===== config.mk =====
export PLATFORM = sky130hd
export DESIGN_NAME = tone_div_arbiter
export DESIGN_NICKNAME = d
export VERILOG_FILES = /design/src/rtl/tone_div_arbiter.sv
export SDC_FILE = /design/constraint.sdc
export NUM_CORES = 1
export LEC_CHECK = 0
export CAP_MARGIN = 20
export CORE_MARGIN = 4
export CORE_UTILIZATION = 49
export CTS_CLUSTER_DIAMETER = 40
export DETAILED_ROUTE_END_ITERATION = 10
export GPL_ROUTABILITY_DRIVEN = 0
export GPL_TIMING_DRIVEN = 1
export PLACE_DENSITY = 0.85
export REMOVE_ABC_BUFFERS = 1
export SLEW_MARGIN = 10
export SYNTH_ARGS = -nofsm -noshare
export SYNTH_HDL_FRONTEND = slang
export SYNTH_SLANG_ARGS = --single-unit

===== constraint.sdc =====
create_clock -name clk_in -period 24.6 [get_ports clk_in]
set_clock_uncertainty 0.15 [all_clocks]
set_input_delay 4.92 -clock clk_in [delete_from_list [all_inputs] [get_ports clk_in]]
set_output_delay 4.92 -clock clk_in [all_outputs]
set_load 0.05 [all_outputs]

===== src/rtl/tone_div_arbiter.sv =====
// tone_div_arbiter: round-robin front end sharing one fixed-latency pipelined
// signed divider between N_REQ requesters. A tag pipeline that runs parallel to
// the divider routes each quotient back to its requester. A saturated result is
// substituted whenever the divisor is zero.
module tone_div_arbiter #(
    parameter int N_REQ       = 3,
    parameter int DW          = 32,
    parameter int QW          = 64,
    parameter int DIV_LATENCY = 36
) (
    input  logic                clk_in,
    input  logic                rst_in,
    input  logic [N_REQ-1:0]    req_valid,
    input  logic [N_REQ*DW-1:0] req_dividend,
    input  logic [N_REQ*DW-1:0] req_divisor,
    output logic [N_REQ-1:0]    req_ready,
    output logic [N_REQ-1:0]    rsp_valid,
    output logic [QW-1:0]       rsp_quotient,
    output logic                rsp_dz,
    output logic                div_in_valid,
    output logic [DW-1:0]       div_in_dividend,
    output logic [DW-1:0]       div_in_divisor,
    input  logic                div_out_valid,
    input  logic [QW-1:0]       div_out_data,
    input  logic                flush,
    output logic                flush_done,
    output logic                busy,
    output logic                err_sync
);

    localparam int PW = (N_REQ > 1) ? $clog2(N_REQ) : 1;
    localparam int CW = $clog2(DIV_LATENCY + 3);
    localparam logic [QW-1:0] Q_MAX = {1'b0, {(QW-1){1'b1}}};
    localparam logic [QW-1:0] Q_MIN = {1'b1, {(QW-1){1'b0}}};

    typedef enum logic [1:0] {ST_IDLE, ST_RUN, ST_DRAIN} state_t;

    typedef struct packed {
        logic          valid;
        logic [PW-1:0] id;
        logic          dz;
        logic          neg;
    } tag_t;

    state_t        state_q;
    logic [PW-1:0] ptr_q, ptr_d;
    logic [PW-1:0] grant_id, cand;
    logic          grant_any;
    int unsigned   idx;
    logic [CW-1:0] cnt_q, cnt_d;
    logic          flush_done_q;

    logic          iss_valid_q;
    logic [PW-1:0] iss_id_q;
    logic          iss_dz_q, iss_neg_q;
    logic [DW-1:0] iss_dividend_q, iss_divisor_q;
    logic [DW-1:0] sel_dividend, sel_divisor;

    tag_t          tag_q [DIV_LATENCY];
    tag_t          head;

    logic [N_REQ-1:0] rsp_valid_q;
    logic [QW-1:0]    rsp_quotient_q;
    logic             rsp_dz_q, err_q, rsp_any;

    // Round-robin grant: first valid requester at or after the pointer, none while draining/flushing
    always_comb begin
        req_ready = '0;
        grant_any = 1'b0;
        grant_id  = '0;
        cand      = '0;
        idx       = 0;
        if (state_q != ST_DRAIN && !flush) begin
            for (int unsigned off = 0; off < N_REQ; off++) begin
                idx = 32'(ptr_q) + off;
                if (idx >= N_REQ) idx = idx - N_REQ;
                cand = PW'(idx);
                if (!grant_any && req_valid[cand]) begin
                    grant_any = 1'b1;
                    grant_id  = cand;
                end
            end
            if (grant_any) req_ready[grant_id] = 1'b1;
        end
        ptr_d = ptr_q;
        if (grant_any) ptr_d = (grant_id == PW'(N_REQ - 1)) ? '0 : grant_id + 1'b1;
    end

    assign sel_dividend = req_dividend[int'(grant_id)*DW +: DW];
    assign sel_divisor  = req_divisor[int'(grant_id)*DW +: DW];
    assign head         = tag_q[DIV_LATENCY-1];
    assign rsp_any      = |rsp_valid_q;

    // Outstanding count: +1 per acceptance, -1 per delivered response
    always_comb begin
        cnt_d = cnt_q;
        if (grant_any && !rsp_any)      cnt_d = cnt_q + 1'b1;
        else if (!grant_any && rsp_any) cnt_d = cnt_q - 1'b1;
    end

    // Control FSM, round-robin pointer, outstanding counter and drain-complete pulse
    always_ff @(posedge clk_in or posedge rst_in) begin
        if (rst_in) begin
            state_q      <= ST_IDLE;
            ptr_q        <= '0;
            cnt_q        <= '0;
            flush_done_q <= 1'b0;
        end else begin
            ptr_q        <= ptr_d;
            cnt_q        <= cnt_d;
            flush_done_q <= 1'b0;
            case (state_q)
                ST_IDLE, ST_RUN: begin
                    if (flush) begin
                        // Nothing left in flight: report completion right away
                        if (cnt_d == '0) begin
                            flush_done_q <= 1'b1;
                            state_q      <= ST_IDLE;
                        end else begin
                            state_q <= ST_DRAIN;
                        end
                    end else if (|req_valid) begin
                        state_q <= ST_RUN;
                    end else begin
                        state_q <= ST_IDLE;
                    end
                end
                ST_DRAIN: begin
                    if (cnt_d == '0) begin
                        flush_done_q <= 1'b1;
                        state_q      <= ST_IDLE;
                    end
                end
                default: state_q <= ST_IDLE;
            endcase
        end
    end

    // Register the accepted operands and their tag for the divider input stage
    always_ff @(posedge clk_in or posedge rst_in) begin
        if (rst_in) begin
            iss_valid_q    <= 1'b0;
            iss_id_q       <= '0;
            iss_dz_q       <= 1'b0;
            iss_neg_q      <= 1'b0;
            iss_dividend_q <= '0;
            iss_divisor_q  <= '0;
        end else begin
            iss_valid_q <= grant_any;
            if (grant_any) begin
                iss_id_q       <= grant_id;
                iss_dz_q       <= (sel_divisor == '0);
                iss_neg_q      <= sel_dividend[DW-1];
                iss_dividend_q <= sel_dividend;
                iss_divisor_q  <= sel_divisor;
            end
        end
    end

    // Tag pipeline shadowing the divider, head aligned with div_out_valid
    always_ff @(posedge clk_in or posedge rst_in) begin
        if (rst_in) begin
            for (int unsigned k = 0; k < DIV_LATENCY; k++) tag_q[k] <= '0;
        end else begin
            tag_q[0] <= {iss_valid_q, iss_id_q, iss_dz_q, iss_neg_q};
            for (int unsigned k = 1; k < DIV_LATENCY; k++) tag_q[k] <= tag_q[k-1];
        end
    end

    // Response register driven by the head tag; sticky flag on divider/tag disagreement
    always_ff @(posedge clk_in or posedge rst_in) begin
        if (rst_in) begin
            rsp_valid_q    <= '0;
            rsp_quotient_q <= '0;
            rsp_dz_q       <= 1'b0;
            err_q          <= 1'b0;
        end else begin
            rsp_valid_q <= '0;
            rsp_dz_q    <= 1'b0;
            if (head.valid) begin
                rsp_valid_q[head.id] <= 1'b1;
                rsp_dz_q             <= head.dz;
                if (head.dz) rsp_quotient_q <= head.neg ? Q_MIN : Q_MAX;
                else         rsp_quotient_q <= div_out_data;
            end
            if (div_out_valid != head.valid) err_q <= 1'b1;
        end
    end

    assign div_in_valid    = iss_valid_q;
    assign div_in_dividend = iss_dividend_q;
    assign div_in_divisor  = iss_divisor_q;
    assign rsp_valid       = rsp_valid_q;
    assign rsp_quotient    = rsp_quotient_q;
    assign rsp_dz          = rsp_dz_q;
    assign flush_done      = flush_done_q;
    assign busy            = (cnt_q != '0);
    assign err_sync        = err_q;

endmodule


== Word level (Yosys, flattened, before mapping) ==
Cells that the tools add are included.

* Reductions and logical operators: 19
* Shift-type cells: 2
* Mux-type cells: 45
* Order comparisons: 10
* $add $sub $neg: 8
* Equality and inequality tests: 6

{| class="wikitable"
|+ Operators with widths
! operator !! count
|-
| 96-bit by 8-bit indexed part select with 32-bit output || 2
|-
| 64-bit 2-to-1 mux || 2
|-
| 32-bit logical NOT || 1
|-
| 2-bit 2-to-1 mux || 15
|-
| 1-bit 2-to-1 mux || 16
|-
| 2-bit by 3-bit < comparator with 1-bit output, second input constant || 5
|-
| 6-bit 2-to-1 mux || 2
|-
| 3-bit 2-to-1 mux || 3
|-
| 1-bit logical AND || 7
|-
| 6-bit by 1-bit adder with 6-bit output, second input constant || 1
|-
| 1-bit binary-select mux with 2-bit select || 3
|-
| 3-bit by 2-bit greater-or-equal comparator with 1-bit output, second input constant || 2
|-
| 6-bit logical NOT || 1
|-
| 6-bit nonzero test || 1
|-
| 3-bit OR reduction || 2
|-
| 2-bit subtractor, second input constant || 3
|-
| 6-bit by 1-bit subtractor with 6-bit output, second input constant || 1
|-
| 1-bit logical NOT || 5
|-
| 1-bit demux with 2-bit select || 2
|-
| 2-bit equality test, second input constant || 2
|-
| 2-bit by 1-bit greater-or-equal comparator with 1-bit output, second input constant || 2
|-
| 2-bit != test, second input constant || 2
|-
| 2-bit case mux with 2 select lines || 1
|-
| 2-bit by 1-bit adder with 3-bit output, second input constant || 1
|-
| 8 further kinds || 8
|}

* Input port bits: 263
* Register bits after elaboration: 329
* Word-level logic and storage cells: 248
* Output and inout port bits: 139

== Longest topological paths before layout ==
* Word-level depth: 24
* Mapped depth: 11
* Depth with buffers taken out: 10

== Worst setup path before layout ==
No wires, ideal clock.

* Path type: in2out
* Start point: in req_valid[1]
* End point: out req_ready[0]
* Path slack: 12.430 ns
* Buffers on the path: 2
* Stages: 6
* Data arrival time: 7.100 ns
* Required time: 19.530 ns
* Cells stage by stage: o32ai_1 -> a2111o_1 -> a21o_1 -> buf_2 -> clkbuf_1 -> nor3_1

* Cells in the longest elaborated chain, start to end: 18
* Elaborated cells on any way between the ends: 27
* Classes of those cells: order compare: 2; mux: 20; reduce/logical: 5

{| class="wikitable"
|+ RTL lines
! element !! RTL line !! RTL
|-
| start, declared || 13 || <nowiki>input logic [N_REQ-1:0] req_valid,</nowiki>
|-
| 1-bit binary-select mux with 2-bit select || 78 || <nowiki>if (!grant_any && req_valid[cand]) begin</nowiki>
|-
| 1-bit 2-to-1 mux (implied by the code) || 78 ||
|-
| 1-bit 2-to-1 mux || 78 ||
|-
| 1-bit 2-to-1 mux || 73 || <nowiki>if (state_q != ST_DRAIN && !flush) begin</nowiki>
|-
| 1-bit logical NOT || 78 ||
|-
| 1-bit logical AND || 78 ||
|-
| 1-bit 2-to-1 mux || 78 ||
|-
| 1-bit 2-to-1 mux || 73 ||
|-
| (+2 left out) || n/a ||
|-
| 2-bit 2-to-1 mux || 78 ||
|-
| 2-bit 2-to-1 mux || 73 ||
|-
| 2-bit by 3-bit < comparator with 1-bit output (implied by the code) or 2-bit by 1-bit greater-or-equal comparator with 1-bit output (tied branches) || 83 || <nowiki>if (grant_any) req_ready[grant_id] = 1'b1;</nowiki>
|-
| 1-bit logical AND (implied by the code) || 83 ||
|-
| 1-bit 2-to-1 mux (implied by the code) || 83 ||
|-
| 1-bit demux with 2-bit select || 83 ||
|-
| 3-bit 2-to-1 mux * || 83 ||
|-
| 3-bit 2-to-1 mux * || 73 ||
|-
| end, declared || 16 || <nowiki>output logic [N_REQ-1:0] req_ready,</nowiki>
|}

Mark *: on every way between the ends. The rest lies on a longest branch, timed or not. The select of a mux whose other input is x is not followed.

== Worst setup path in the final report ==
* Start point: in req_valid[0]
* End point: out req_ready[0]

The elaborated chain is that of the path after synthesis.

==> flow_summary_export.csv <==
group,metric,value,unit
power,switching_power,976,µW
sta,hold_viol_final,0,
power,clock_power_share,24.5,%
clock_network,cts_sinks,328,
power,p_sw_share,40.5,%
global_routing,grt_overflow,0,
clock_network,clock_latency,0.51,ns
worst_setup_path,cp-start-kind,"input port",
route,drt-total-wl,34900,µm
synthesis,synth_area,11900,µm²
floorplan,row_count,56,
route,drtIter0Drc,821,
sta,max_freq,78.6,MHz
worst_setup_path,crit_top_cell,"clkdlybuf4s50_1",
power,cellPowerDensity,137,nW/µm²
route,final_antenna_net_count,0,
floorplan,start_util,50.2,%
synthesis,yosysSeqAreaShare,69.1,%
clock_network,clk_pin_slew,0.06,ns
clock_network,clock_path_buffers,3,
sta,worst_pin_slew,1.08,ns
floorplan,coreArea,23700,µm²
clock_network,post_cts_buffers,0,
floorplan,die_h,164,µm
route,wl_met3,3120,µm
route,route.met2.wl,18300,µm
cells_and_area,final_nets,1643,
floorplan,dieArea,26800,µm²
sta,period_needed,12.72,ns
route,top_layer_used,"met4",
route,wl_per_cell,20.2,µm
cells_and_area,layout.cells.most_common,"clkdlybuf4s50_1",
cells_and_area,design_area,17500,µm²
worst_setup_path,endpoint_kind,"output port",
place,port_buffers,401,
synthesis,synth.distinct_cells,49,
worst_setup_path,arrival,7.65,ns
power,p_leak,0.00779,µW
power,peakVddDrop,83.6,µV
global_routing,grt_pass1_wl,52200,µm
place,dpl-instance-area,16100,µm²
power,pwr-share-seq,35.6,%
floorplan,boundaryPins,402,
cells_and_area,final_util,74.1,%
cells_and_area,drive_gt1_share,6.48,%
clock_network,numCtsBuffers,40,
global_routing,grt_antenna_before_repair,6,
clock_network,clockRootBuffer,"clkbuf_16",
clock_network,hold_buffers,0,
global_routing,track_usage,25.1,%
power,power.total,2410,µW
synthesis,ys_warn_count,0,
worst_setup_path,crit_fanout,21,
route,via_per_inst,5.42,
min_path,min_path_type,"flop to flop",
run,cap_violations,0,
cells_and_area,syn2layout_area_growth,47.7,%
synthesis,async_reset_ff_share,100,%
global_routing,grt_pass1_vias,9753,
sta,slew_headroom,27.8,%
global_routing,grt_max_degree,209,
clock_network,htreeDepth,2,
power,pwr-share-comb,39.9,%
synthesis,yosys_most_used_dff,"dfrtp_1",
synthesis,syn_inst,996,
synthesis,synth_seq_cells,328,
place,dpl.hpwl,23900,µm
sta,drv_slew,0,
worst_setup_path,critPathSlowestCell,"clkdlybuf4s50_1",
status,status,"finished, final reports clean",
worst_setup_path,critPathKind,"input port to output port",
worst_setup_path,cp_slowest_stage_delay,0.86,ns
worst_setup_path,critPathRequiredTime,19.53,ns
synthesis,synth_edf_count,0,
clock_network,cts-resized-gates,0,
route,vias,9372,
sta,rsz0062_at_grt,"no",
worst_setup_path,path_cells,"clkdlybuf4s50_1 -> or3b_2 -> o31a_1 -> and3_1 -> nor3_1 -> clkdlybuf4s50_1",
route,wl_met1,12100,µm
sta,finalSetupViolations,0,
sta,fin_crit_sh,51.7,%
route,drc,0,
sta,tns,0,ns
route,dr.pass1.iters,6,
cells_and_area,final_cell_mix,"401 x clkdlybuf4s50_1, 327 x dfrtp_1, 97 x nor2_1, 91 x nand2_1, 86 x a31oi_1",
power,p_int,1430,µW
clock_network,cts_tree,"built",
floorplan,die_w,164,µm
synthesis,avgSynthCellArea,11.9,µm²
-- stage by stage --
| step | instances | hold slack, ns | setup slack, ns |
|---|---|---|---|
| after floorplan | 921 | 0.181 | 10.38 |
| final | 1730 | 0.174 | 11.88 |
| after global placement | 1650 | 0.184 | 11.99 |
| after CTS | 1723 | 0.174 | 11.92 |
| after detailed placement | 1651 | 0.185 | 11.92 |
| after global routing | 1730 | 0.176 | 11.79 |
-- per-layer routing --
layer	vias to the layer above	global-route usage [%]
met3	90	7.13
li1	4254	-
met2	442	45.4
met4	0	10.4
met1	4586	27.6
met5	-	0
-- worst max-delay path, delay by kind of cell --
kind / cells / cell delay [ns]
simple gates: 3 / 0.98
compound gates: 1 / 0.37
buf+inv: 2 / 1.38
-- cells in the mapped netlist (all sizes together) (3+ instances only) --
library cell | number | share of area [%]
a21o | 8 | 0.51
a21oi | 8 | 0.34
a22o | 7 | 0.52
a22oi | 56 | 3.5
a31oi | 86 | 4.5
and2 | 3 | 0.16
buf | 8 | 0.29
clkbuf | 67 | 2.1
dfrtp | 328 | 69
ha | 5 | 0.53
inv | 27 | 0.85
mux2i | 4 | 0.34
nand2 | 91 | 2.9
nand2b | 65 | 3.4
nand3 | 22 | 0.93
nor2 | 98 | 3.1
nor3 | 6 | 0.25
nor4 | 7 | 0.37
o211ai | 18 | 1.1
o21ai | 24 | 1.0
o311ai | 18 | 1.3
or4 | 5 | 0.32
xnor2 | 6 | 0.44
-- flip-flops by register name, indices dropped and copies added, names as in the netlist --
signal,count
cnt_q,6
div_in_dividend,31
div_in_divisor,32
div_in_valid,1
err_sync,1
flush_done,1
head,5
iss_dz_q,1
iss_id_q,2
iss_neg_q,1
ptr_q,2
rsp_dz,1
rsp_quotient,64
rsp_valid,3
state_q,2
tag_q,175
-- logic make-up (layout without fill, tap and decap cells) --
group	count (synthesis)	after routing	synth area share [%]
simple gates	310	310	12.3
xor+xnor	7	7	0.516
compound gates	239	239	13.9
mux	4	4	0.337
flops	328	328	69.1
fa+ha+maj	6	6	0.611
buf+inv	102	511	3.27
other cells	0	6	0
-- layout make-up --
class | count | area [µm²]
Tap cell | 319 | 399
Antenna cell | 6 | 15.0
Timing Repair Buffer | 412 | 4140
Fill cell | 1596 | 6140
Multi-Input combinational cell | 566 | 3310
Clock buffer | 49 | 1090
Sequential cell | 328 | 8210
Clock inverter | 23 | 273
Inverter | 27 | 109
-- worst paths after layout --
kind | from | slack (ns) | cells past startpoint | to
worst max-delay path | req_valid[0] | 11.88 | 6 | req_ready[0]
worst min-delay path | tag_q[136] | 0.17 | 0 | tag_q[131]
worst max register to register | ptr_q[0] | 20.30 | 10 | iss_dz_q
worst min register to register | tag_q[136] | 0.17 | 0 | tag_q[131]
max in group asynchronous | rst_in | 17.84 | 3 | tag_q[136]
min in group asynchronous | rst_in | 4.84 | 2 | err_sync
-- power by group through the flow --
stage	sequential, µW	clock (µW)	combinational, µW
6_report	856	590	961
5_1_grt	880	629	1020
4_1_cts	868	605	951
3_5_place_dp	871	0	944
3_3_place_gp	861	0	926
2_1_floorplan	1200	0	241
No activity file was read; power rests on OpenSTA's default activity.
